## src/rtl/execute_mc.sv

```systemverilog
// execute_mc: multi-cycle execute stage (register file, ALU, flags, jump/PC, load/store FSM).
// Define EXECUTE_MUL_EN to add the iterative shift-add multiply on ALU mode 8.
module execute_mc #(
    parameter int  RW    = 16,
    parameter int  REGNO = 8,
    localparam int RSEL  = $clog2(REGNO)
) (
    input  logic             i_clk,
    input  logic             i_rst,
    output logic             o_ready,
    input  logic             i_submit,
    input  logic [RW-1:0]    i_imm,
    input  logic             c_pc_inc,
    input  logic             c_pc_ie,
    input  logic             c_r_bus_imm,
    input  logic [3:0]       c_alu_mode,
    input  logic             c_alu_carry_en,
    input  logic             c_alu_flags_ie,
    input  logic [RSEL-1:0]  c_l_reg_sel,
    input  logic [RSEL-1:0]  c_r_reg_sel,
    input  logic [REGNO-1:0] c_rf_ie,
    input  logic [4:0]       c_jump_cond_code,
    input  logic             c_mem_rd,
    input  logic             c_mem_wr,
    output logic             o_mem_req,
    output logic             o_mem_we,
    output logic [RW-1:0]    o_mem_addr,
    output logic [RW-1:0]    o_mem_data,
    input  logic [RW-1:0]    i_mem_data,
    input  logic             i_mem_ack,
    output logic             o_pc_update,
    output logic [RW-1:0]    o_exec_pc,
    output logic [RW-1:0]    dbg_r0,
    output logic [RW-1:0]    dbg_pc
);

    localparam logic [1:0] ST_IDLE = 2'd0;
    localparam logic [1:0] ST_MEM  = 2'd1;
`ifdef EXECUTE_MUL_EN
    localparam logic [1:0] ST_MUL  = 2'd2;
    localparam logic [3:0] ALU_MUL = 4'd8;
    localparam int         CNT_W   = $clog2(RW);
`endif

    localparam logic [3:0] ALU_ADD  = 4'd0;
    localparam logic [3:0] ALU_SUB  = 4'd1;
    localparam logic [3:0] ALU_AND  = 4'd2;
    localparam logic [3:0] ALU_OR   = 4'd3;
    localparam logic [3:0] ALU_XOR  = 4'd4;
    localparam logic [3:0] ALU_SHL  = 4'd5;
    localparam logic [3:0] ALU_SHR  = 4'd6;
    localparam logic [3:0] ALU_PASS = 4'd7;

    // Flag vector layout {P,O,N,Z,C}
    localparam int F_C = 0, F_Z = 1, F_N = 2, F_O = 3, F_P = 4;

    logic [1:0]       state_q, state_d;
    logic [RW-1:0]    regs_q [REGNO];
    logic [RW-1:0]    regs_d [REGNO];
    logic [4:0]       flags_q, flags_d;
    logic [RW-1:0]    pc_q, pc_d;
    logic             mem_req_q, mem_req_d;
    logic             mem_we_q, mem_we_d;
    logic [RW-1:0]    mem_addr_q, mem_addr_d;
    logic [RW-1:0]    mem_data_q, mem_data_d;
    logic [REGNO-1:0] rf_ie_q, rf_ie_d;
    logic             pc_update_q, pc_update_d;
`ifdef EXECUTE_MUL_EN
    logic             mul_fie_q, mul_fie_d;
    logic [RW-1:0]    mul_acc_q, mul_acc_d;
    logic [RW-1:0]    mul_mcand_q, mul_mcand_d;
    logic [RW-1:0]    mul_mplier_q, mul_mplier_d;
    logic [RW-1:0]    mul_sum;
    logic [CNT_W-1:0] mul_cnt_q, mul_cnt_d;
`endif

    logic [RW-1:0] l_op, r_reg, r_op, alu_res, pc_plus1;
    logic [RW:0]   ext;
    logic          cin, alu_c, alu_o, jump_taken;

    function automatic logic [4:0] mk_flags(input logic [RW-1:0] res, input logic c, input logic o);
        return {~^res, o, res[RW-1], (res == '0), c};
    endfunction

    // LT/GE/GT/LE are judged on N (and Z) alone, not N^O
    function automatic logic cond_met(input logic [3:0] code, input logic [4:0] f);
        logic met;
        met = 1'b0;
        case (code)
            4'd0: met = 1'b1;
            4'd1: met = f[F_C];
            4'd2: met = f[F_Z];
            4'd3: met = f[F_N];
            4'd4: met = ~f[F_N] & ~f[F_Z];
            4'd5: met = f[F_N] | f[F_Z];
            4'd6: met = ~f[F_N];
            4'd7: met = ~f[F_Z];
            4'd8: met = f[F_O];
            4'd9: met = f[F_P];
            default: met = 1'b0;
        endcase
        return met;
    endfunction

    always_comb begin
        l_op     = regs_q[c_l_reg_sel];
        r_reg    = regs_q[c_r_reg_sel];
        r_op     = c_r_bus_imm ? i_imm : r_reg;
        cin      = c_alu_carry_en & flags_q[F_C];
        pc_plus1 = pc_q + RW'(1);
        ext      = '0;
        alu_res  = '0;
        alu_c    = 1'b0;
        alu_o    = 1'b0;
        case (c_alu_mode)
            ALU_ADD: begin
                ext     = {1'b0, l_op} + {1'b0, r_op} + (RW+1)'(cin);
                alu_res = ext[RW-1:0];
                alu_c   = ext[RW];
                alu_o   = (l_op[RW-1] == r_op[RW-1]) && (alu_res[RW-1] != l_op[RW-1]);
            end
            ALU_SUB: begin
                ext     = {1'b0, l_op} - {1'b0, r_op} - (RW+1)'(cin);
                alu_res = ext[RW-1:0];
                alu_c   = ext[RW];
                alu_o   = (l_op[RW-1] != r_op[RW-1]) && (alu_res[RW-1] != l_op[RW-1]);
            end
            ALU_AND:  alu_res = l_op & r_op;
            ALU_OR:   alu_res = l_op | r_op;
            ALU_XOR:  alu_res = l_op ^ r_op;
            ALU_SHL: begin
                alu_res = {l_op[RW-2:0], 1'b0};
                alu_c   = l_op[RW-1];
            end
            ALU_SHR: begin
                alu_res = {1'b0, l_op[RW-1:1]};
                alu_c   = l_op[0];
            end
            ALU_PASS: alu_res = r_op;
            default:  alu_res = '0;
        endcase
        jump_taken = c_jump_cond_code[4] & cond_met(c_jump_cond_code[3:0], flags_q);
    end

    always_comb begin
        // NOTE: every next-state signal starts from its current value so no path infers a latch.
        state_d     = state_q;
        regs_d      = regs_q;
        flags_d     = flags_q;
        pc_d        = pc_q;
        mem_req_d   = mem_req_q;
        mem_we_d    = mem_we_q;
        mem_addr_d  = mem_addr_q;
        mem_data_d  = mem_data_q;
        rf_ie_d     = rf_ie_q;
        pc_update_d = 1'b0;
`ifdef EXECUTE_MUL_EN
        mul_fie_d    = mul_fie_q;
        mul_acc_d    = mul_acc_q;
        mul_mcand_d  = mul_mcand_q;
        mul_mplier_d = mul_mplier_q;
        mul_cnt_d    = mul_cnt_q;
        mul_sum      = mul_acc_q + (mul_mplier_q[0] ? mul_mcand_q : '0);
`endif
        case (state_q)
            ST_IDLE: begin
                if (i_submit) begin
                    if (c_mem_rd | c_mem_wr) begin
                        state_d    = ST_MEM;
                        mem_req_d  = 1'b1;
                        mem_we_d   = c_mem_wr;
                        mem_addr_d = alu_res;
                        mem_data_d = r_reg;
                        rf_ie_d    = c_rf_ie;
                    end
`ifdef EXECUTE_MUL_EN
                    else if (c_alu_mode == ALU_MUL) begin
                        state_d      = ST_MUL;
                        rf_ie_d      = c_rf_ie;
                        mul_fie_d    = c_alu_flags_ie;
                        mul_acc_d    = '0;
                        mul_mcand_d  = l_op;
                        mul_mplier_d = r_op;
                        mul_cnt_d    = '0;
                    end
`endif
                    else begin
                        for (int i = 0; i < REGNO; i++)
                            if (c_rf_ie[i]) regs_d[i] = alu_res;
                        if (c_alu_flags_ie) flags_d = mk_flags(alu_res, alu_c, alu_o);
                        if (c_jump_cond_code[4]) pc_d = jump_taken ? alu_res : pc_plus1;
                        else if (c_pc_ie)        pc_d = alu_res;
                        else if (c_pc_inc)       pc_d = pc_plus1;
                        pc_update_d = 1'b1;
                    end
                end
            end
            ST_MEM: begin
                if (i_mem_ack) begin
                    if (!mem_we_q)
                        for (int i = 0; i < REGNO; i++)
                            if (rf_ie_q[i]) regs_d[i] = i_mem_data;
                    pc_d        = pc_plus1;
                    mem_req_d   = 1'b0;
                    mem_we_d    = 1'b0;
                    state_d     = ST_IDLE;
                    pc_update_d = 1'b1;
                end
            end
`ifdef EXECUTE_MUL_EN
            ST_MUL: begin
                mul_acc_d    = mul_sum;
                mul_mcand_d  = {mul_mcand_q[RW-2:0], 1'b0};
                mul_mplier_d = {1'b0, mul_mplier_q[RW-1:1]};
                mul_cnt_d    = mul_cnt_q + CNT_W'(1);
                if (mul_cnt_q == CNT_W'(RW-1)) begin
                    for (int i = 0; i < REGNO; i++)
                        if (rf_ie_q[i]) regs_d[i] = mul_sum;
                    if (mul_fie_q) flags_d = mk_flags(mul_sum, 1'b0, 1'b0);
                    pc_d        = pc_plus1;
                    state_d     = ST_IDLE;
                    pc_update_d = 1'b1;
                end
            end
`endif
            default: state_d = ST_IDLE;
        endcase
    end

    always_ff @(posedge i_clk) begin
        if (i_rst) begin
            state_q     <= ST_IDLE;
            flags_q     <= '0;
            pc_q        <= '0;
            mem_req_q   <= 1'b0;
            mem_we_q    <= 1'b0;
            mem_addr_q  <= '0;
            mem_data_q  <= '0;
            rf_ie_q     <= '0;
            pc_update_q <= 1'b0;
            // NOTE: the register file is plain flops, not a RAM macro, so it resets like other state.
            for (int i = 0; i < REGNO; i++) regs_q[i] <= '0;
`ifdef EXECUTE_MUL_EN
            mul_fie_q    <= 1'b0;
            mul_acc_q    <= '0;
            mul_mcand_q  <= '0;
            mul_mplier_q <= '0;
            mul_cnt_q    <= '0;
`endif
        end else begin
            // NOTE: non-blocking assignments so every flop samples pre-edge values.
            state_q     <= state_d;
            regs_q      <= regs_d;
            flags_q     <= flags_d;
            pc_q        <= pc_d;
            mem_req_q   <= mem_req_d;
            mem_we_q    <= mem_we_d;
            mem_addr_q  <= mem_addr_d;
            mem_data_q  <= mem_data_d;
            rf_ie_q     <= rf_ie_d;
            pc_update_q <= pc_update_d;
`ifdef EXECUTE_MUL_EN
            mul_fie_q    <= mul_fie_d;
            mul_acc_q    <= mul_acc_d;
            mul_mcand_q  <= mul_mcand_d;
            mul_mplier_q <= mul_mplier_d;
            mul_cnt_q    <= mul_cnt_d;
`endif
        end
    end

    assign o_ready     = (state_q == ST_IDLE);
    assign o_mem_req   = mem_req_q;
    assign o_mem_we    = mem_we_q;
    assign o_mem_addr  = mem_addr_q;
    assign o_mem_data  = mem_data_q;
    assign o_pc_update = pc_update_q;
    assign o_exec_pc   = pc_q;
    assign dbg_r0      = regs_q[0];
    assign dbg_pc      = pc_q;

endmodule

```

## config.mk

```make
export PLATFORM = sky130hd
export DESIGN_NAME = execute_mc
export DESIGN_NICKNAME = d
export VERILOG_FILES = /design/src/rtl/execute_mc.sv
export SDC_FILE = /design/constraint.sdc
export NUM_CORES = 1
export LEC_CHECK = 0
export CAP_MARGIN = 0
export CORE_ASPECT_RATIO = 0.9
export CORE_MARGIN = 4
export CORE_UTILIZATION = 62
export DETAILED_ROUTE_END_ITERATION = 12
export PLACE_DENSITY_LB_ADDON = 0.25
export SYNTH_ARGS = -nofsm -noshare
export SYNTH_HDL_FRONTEND = slang
export SYNTH_SLANG_ARGS = --single-unit
```

## constraint.sdc

```tcl
create_clock -name i_clk -period 9 [get_ports i_clk]
set_clock_uncertainty 0.15 [all_clocks]
set_input_delay 1.8 -clock i_clk [delete_from_list [all_inputs] [get_ports i_clk]]
set_output_delay 1.8 -clock i_clk [all_outputs]
set_load 0.05 [all_outputs]
```

# After elaboration in Yosys (flattened, before gate mapping)
# Index checks and enable logic that the tools add are counted.
word_totals:
  out_inout_bits: 84
  word_cells: 156
  ff_bits: 194
classes:
  eq_ne: 43
  addsub: 5
  n_lt_le_gt_ge: 2
  n_bitwise: 13
  muxes: 55
  reduce_logical: 21
op_table:
  columns: ["cell", "n"]
  rows:
  - ["2-to-1 mux 128 bit", 4]
  - ["2-to-1 mux 16 bit", 28]
  - ["case mux 128 bit (2 select lines)", 1]
  - ["case mux 16 bit (8 select lines)", 1]
  - ["binary-select mux 16 bit (select 3 bit)", 2]
  - ["AND reduction 7 bit", 8]
  - ["equality test 4 x 3 -> 1 bit, second input constant", 8]
  - ["case mux 16 bit (2 select lines)", 1]
  - ["!= test 2 bit, second input constant", 11]
  - ["!= test 2 x 1 -> 1 bit, second input constant", 10]
  - ["adder 16 x 16 -> 17 bit", 1]
  - ["adder 17 x 1 -> 17 bit", 1]
  - ["subtractor 16 x 16 -> 17 bit", 1]
  - ["subtractor 17 x 1 -> 17 bit", 1]
  - ["adder 16 x 1 -> 16 bit, second input constant", 1]
  - ["bitwise AND 16 bit", 1]
  - ["equality test 4 x 2 -> 1 bit, second input constant", 4]
  - ["zero test 16 bit", 1]
  - ["bitwise OR 16 bit", 1]
  - ["XNOR reduction 16 bit", 1]
  - ["XOR 16 bit", 1]
  - ["case mux 1 bit (10 select lines)", 1]
  - ["equality test 4 x 1 -> 1 bit, second input constant", 2]
  - ["equality test 4 bit, second input constant", 2]
  - ["other kinds (21)", 46]

# Logic depth before layout (Yosys ltp)
depth:
  depth_word: 13
  ltp_mapped: 26
  mapped_depth_nobuf: 22

# Least setup slack after synthesis
# No wires, ideal clock.
synth_timing:
  kind: "input -> register"
  from: "in c_r_reg_sel[0]"
  to: "reg flags_q[4]"
  required_time_ns: 8.722
  path_stages: 23
  setup_slack_ns: 2.289
  arrival_ns: 6.433
  n_path_buf: 4
  path_cell_list: "buf_2 buf_6 mux4_2 mux2_2 mux2i_1 ha_1 ha_1 buf_2 nand2_1 or4b_1 o22ai_2 o2111ai_1 a21oi_1 xor2_1 a221oi_1 buf_2 ha_1 xor2_1 xnor2_1 xnor2_1 nor2_1 a21oi_1 nor2_1"
synth_via:
  elab_chain_cells: 9
synth_rtl:
  columns: ["element", "line", "source"]
  rows:
  - ["start, declared", "20", "input logic [RSEL-1:0] c_r_reg_sel,"]
  - ["NOT 3 -> 4 bit (implied by the code) *", "107", "r_reg = regs_q[c_r_reg_sel];"]
  - ["binary-select mux 16 bit (select 3 bit) *", "107", null]
  - ["2-to-1 mux 16 bit (implied by the code) * (2 in series)", "107", null]
  - ["2-to-1 mux 16 bit *", "108", "r_op = c_r_bus_imm ? i_imm : r_reg;"]
  - ["subtractor 16 x 16 -> 17 bit or adder 16 x 16 -> 17 bit (tied branches)", "123, 117", null]
  - ["subtractor 17 x 1 -> 17 bit or adder 17 x 1 -> 17 bit (tied branches)", "123, 117", null]
  - ["case mux 16 bit (8 select lines) *", "115", "case (c_alu_mode)"]
  - ["XNOR reduction 16 bit *", "82", "return {~^res, o, res[RW-1], (res == '0), c};"]
  - ["end signal, assigned", "254", "flags_q <= flags_d;"]
  - ["end, declared", "60", "logic [4:0] flags_q, flags_d;"]
# Mark *: on every way between the ends. The rest lies on a longest branch, timed or not. The select of a mux whose other input is x is not followed.
# A chain may end at the register's enable or synchronous reset.

# Worst setup path in the final report
layout_timing:
  from: "in c_l_reg_sel[1]"
  to: "reg flags_q[4]"
layout_via:
  elab_chain_cells: 8
layout_rtl:
  columns: ["element", "line", "source"]
  rows:
  - ["start, declared", "19", "input logic [RSEL-1:0] c_l_reg_sel,"]
  - ["NOT 3 -> 4 bit (implied by the code) *", "106", "l_op = regs_q[c_l_reg_sel];"]
  - ["binary-select mux 16 bit (select 3 bit) *", "106", null]
  - ["2-to-1 mux 16 bit (implied by the code) * (2 in series)", "106", null]
  - ["subtractor 16 x 16 -> 17 bit or adder 16 x 16 -> 17 bit (tied branches)", "123, 117", null]
  - ["subtractor 17 x 1 -> 17 bit or adder 17 x 1 -> 17 bit (tied branches)", "123, 117", null]
  - ["case mux 16 bit (8 select lines) *", "115", null]
  - ["XNOR reduction 16 bit *", "82", null]
# Marked as above.

==> flow_results.org <==
** Outcome
- The flow ran to the end, and the final reports show no timing, DRC or antenna violations.

** Clock network
- Root buf cell :: clkbuf_16
- Clock latency reported for the late side of the worst-skew pair :: 0.46 ns
- Clock-pin slew on the worst setup and hold paths :: 0.09 ns
- Sinks on Clock Net :: 192
- The clock tree synthesis step divided the H-tree into 4 levels.
- TritonCTS built the clock tree.
- Buffers inserted during clock tree synthesis total 17.
- Total of cells resized after clock tree synthesis :: 0
- Clk buf depth :: 2
- Quantity of hold-fixing buffers added after cts :: 0
- The number of setup buffers added after CTS is 0.

** Timing
- Number of pins exceeding their max-slew limit in the final report :: 0
- At the pin with the least slew margin, the transition time is 1.16 ns.
- Time the final worst path needs with I/O delays and setup :: 7.53 ns
- The final-report hold violation count was 0.
- Setup repair after global routing missed its margin :: false
- Measured against its own limit, the worst slew margin works out to 22.7%.
- Setup total negative slack on the finished layout was measured at 0 ns.
- Setup violations remaining at the end of the flow were counted as 0.
- Static timing analysis puts the maximum clock frequency at 133 MHz.
- The final critical path takes up 83.7% of the cycle.

** Min path
- Type of the tightest min-delay check :: reg2reg

** Final layout
- In the final layout, the share of cells above drive strength 1 is 11.1%.
- Nets :: 1790
- The number of antenna diodes in the final layout is 0.
- Area growth, synth to finish :: 14.6%
- The finished cells cover 15300 sq um.

** Critical path
- In this design, the critical path's most frequently occurring cell is ha_1.
- Sort of element at the start of the critical path :: input port
- Delay of the slowest cell on the worst path :: 1.07 ns
- The critical path is of the in2reg type.
- STA classifies the critical path endpoint as a flop.
- Data on the critical path arrives at its endpoint at 7.71 ns.
- The signal on the critical path passes through clkdlybuf4s50_1, mux4_2, mux2_2, inv_1, ha_1, ha_1, nand2_1, or4b_1, o22ai_2, o2111ai_1, a21oi_1, xor2_1, a221oi_1, buf_4, ha_1, xor2_1, xnor2_1, xnor2_1, nor2_1, a21oi_1, nor2_1.
- Data required time at the worst endpoint :: 9.18 ns
- In this run the register-to-register setup slack is 3.47 ns.
- In this run the worst path has a maximum fanout of 14.
- Critical-path top delay cell :: clkdlybuf4s50_1

** GRT
- The number of global-route vias before repair is 12.5k.
- The first global-routing pass estimated 71600 microns of wire.
- Pin count of the biggest net entering global routing :: 67
- For this run, the total global-route usage over all layers was measured as 38.2%.
- After global routing the overflow that remains totals 0.
- The initial antenna violation count is 0.

** Routing
- Dividing the detail-routed via count by the number of cells gives 6.79.
- For this block, the via count after detailed routing is 13.2k.
- The first detailed-routing pass ran for 7 iterations.
- In this run the remaining antenna-violating nets after routing total 0.
- Number of remaining DRC errors :: 0
- Drt total wl :: 46800 microns
- The detailed router finished its first iteration with 2024 violations.
- Per-cell routed wire length :: 24.0 microns

** Logic synthesis
- Among all flip-flop cells after synthesis, the most frequent one is dfxtp_1.
- Number of register bits inferred by synthesis :: 192
- In this run the mean area of a mapped cell was 8.34 sq um.
- Instance count of the mapped netlist :: 1606
- Cell area after technology mapping :: 13400 sq um
- Yosys cell types :: 83
- During synthesis, Yosys emitted a total of 0 warnings.
- After synthesis, flip-flops and latches occupy 28.7% of the total area.
- Number of synthesized flops with an enable pin :: 0
- Net count of the mapped netlist :: 1745
- For this run, asynchronously set or reset flops after synthesis account for 0%.

** Floorplanning
- Die Wd :: 163 microns
- The die covers 24000 sq um.
- Count of pins on the block boundary :: 150
- Vert. Die Dim :: 147 microns
- Starting utilization of the core area :: 63.7%
- After floorplanning, the core was sized to cover 21000 sq um.
- The initialized floorplan defines 50 standard-cell rows.

** Run
- Across the run, the number of max-cap violations was 0.

** Placed design
- IO buf count :: 149
- Routability-driven placement congestion ratio :: 1.00
- Placed Instance Area :: 14700 sq um
- DPL Wire Length :: 31900 microns

** Power
- Max VDD drop :: 121 uV
- P_leak :: 5.76 nW
- Cell Pwr Density :: 155 nW/um^2
[worst paths after layout]
kind / start / end / cells past startpoint
worst max-delay path: c_l_reg_sel[1] / flags_q[4]$_SDFFE_PP0P_ / 21
worst min-delay path: rf_ie_q[0]$_SDFFE_PP0P_ / rf_ie_q[0]$_SDFFE_PP0P_ / 2
worst max register to register: dbg_r0[6]$_SDFFE_PP0P_ / flags_q[4]$_SDFFE_PP0P_ / 20
worst min register to register: rf_ie_q[0]$_SDFFE_PP0P_ / rf_ie_q[0]$_SDFFE_PP0P_ / 2
[critical path, delay by kind of cell]
kind                     cells  cell delay [ns]
multiplexers                 2             0.93
adder cells (fa/ha/maj)      3             1.09
buffers and inverters        3             1.42
AND/OR/NAND/NOR              4             0.75
XOR/XNOR                     4             0.59
AO/OA/AOI/OAI                5             1.12
[per-stage QoR]
stage / std cells / power (mW) / hold slack [ns] / util (%) / setup WS, ns
after floorplan: 1606 / 1.36 / 0.283 / - / 2.29
after global placement: 1918 / 1.54 / 0.288 / 70.0 / 1.25
after detailed placement: 1918 / 1.55 / 0.297 / 70.0 / 1.15
after CTS: 1950 / 2.36 / 0.309 / 73.0 / 1.59
after global routing: 1950 / 2.45 / 0.321 / 73.0 / 1.11
final: 1950 / 2.37 / 0.308 / 73.0 / 1.47
[Yosys cell counts (18+ instances only)]
cell type | instances | area [sq um]
a21oi_1 | 134 | 671
ha_1 | 69 | 863
nor2_1 | 117 | 439
buf_4 | 36 | 270
nor3_1 | 30 | 150
mux2_2 | 29 | 327
o211ai_1 | 18 | 135
mux4_2 | 62 | 1400
nand3_1 | 101 | 505
nand2_1 | 207 | 777
mux2i_1 | 30 | 300
a21o_1 | 20 | 150
a211oi_1 | 22 | 165
and3_1 | 20 | 125
xnor2_1 | 18 | 158
clkbuf_1 | 88 | 330
o21ai_0 | 84 | 420
inv_1 | 58 | 218
dfxtp_1 | 192 | 3840
buf_2 | 20 | 100
[area by class of cell]
type	instances	area [sq um]
clock buffers	17	425
clock inverters	15	208
fillers	1647	5680
inverters	60	225
multi-input cells	1198	8560
flip-flops and latches	192	3840
well taps	286	358
repair buffers	182	1720
[cell usage in the layout, fill, tap and decap left out, types with 12 or more instances in the layout]
| master | netlist | layout |
|---|---|---|
| mux2_2 | 29 | 29 |
| ha_1 | 69 | 69 |
| nand3_1 | 101 | 101 |
| clkdlybuf4s50_1 | 0 | 145 |
| a21o_1 | 20 | 20 |
| nor2_1 | 117 | 117 |
| nand2_1 | 207 | 207 |
| buf_4 | 36 | 34 |
| a222oi_1 | 12 | 12 |
| inv_1 | 58 | 57 |
| and3_1 | 20 | 20 |
| mux2i_1 | 30 | 30 |
| o311ai_0 | 14 | 14 |
| o211ai_1 | 18 | 18 |
| clkbuf_16 | 0 | 17 |
| xnor2_1 | 18 | 18 |
| a21oi_1 | 134 | 134 |
| nor3_1 | 30 | 30 |
| dfxtp_1 | 192 | 192 |
| a211oi_1 | 22 | 22 |
| o21ai_0 | 84 | 84 |
| and2_1 | 17 | 17 |
| nand4_1 | 17 | 17 |
| mux4_2 | 62 | 62 |
| a31oi_1 | 12 | 12 |
[layer usage]
metal	GRT usage [%]	share of wire, %
met2	58.5	45
met5	0	0
met4	16.4	4.5
met3	8.75	13
met1	52.0	38
[where the power goes]
part           switching (mW)  leakage, nW  total, mW  internal [mW]
clock network           0.431        0.302      0.822          0.390
logic                   0.413         3.90      0.644          0.232
registers              0.0251         1.56      0.906          0.881
total                   0.869         5.76       2.37           1.50
[flip-flops by register name, indices dropped and copies added, names as in the netlist]
signal	count
dbg_r0	16
o_mem_req	1
o_mem_addr	16
o_mem_we	1
dbg_pc	16
flags_q	5
rf_ie_q	8
regs_q	112
o_mem_data	16
o_pc_update	1
[cells by family after synthesis]
logic type,count (synthesis),share of synthesized area [%]
simple gates,567,19.7
compound gates,410,20.2
buf+inv,216,7.50
flops,192,28.7
mux,122,15.2
fa+ha+maj,73,7.04
xor+xnor,26,1.70
Note: power is estimated with default switching activity, not from simulation.
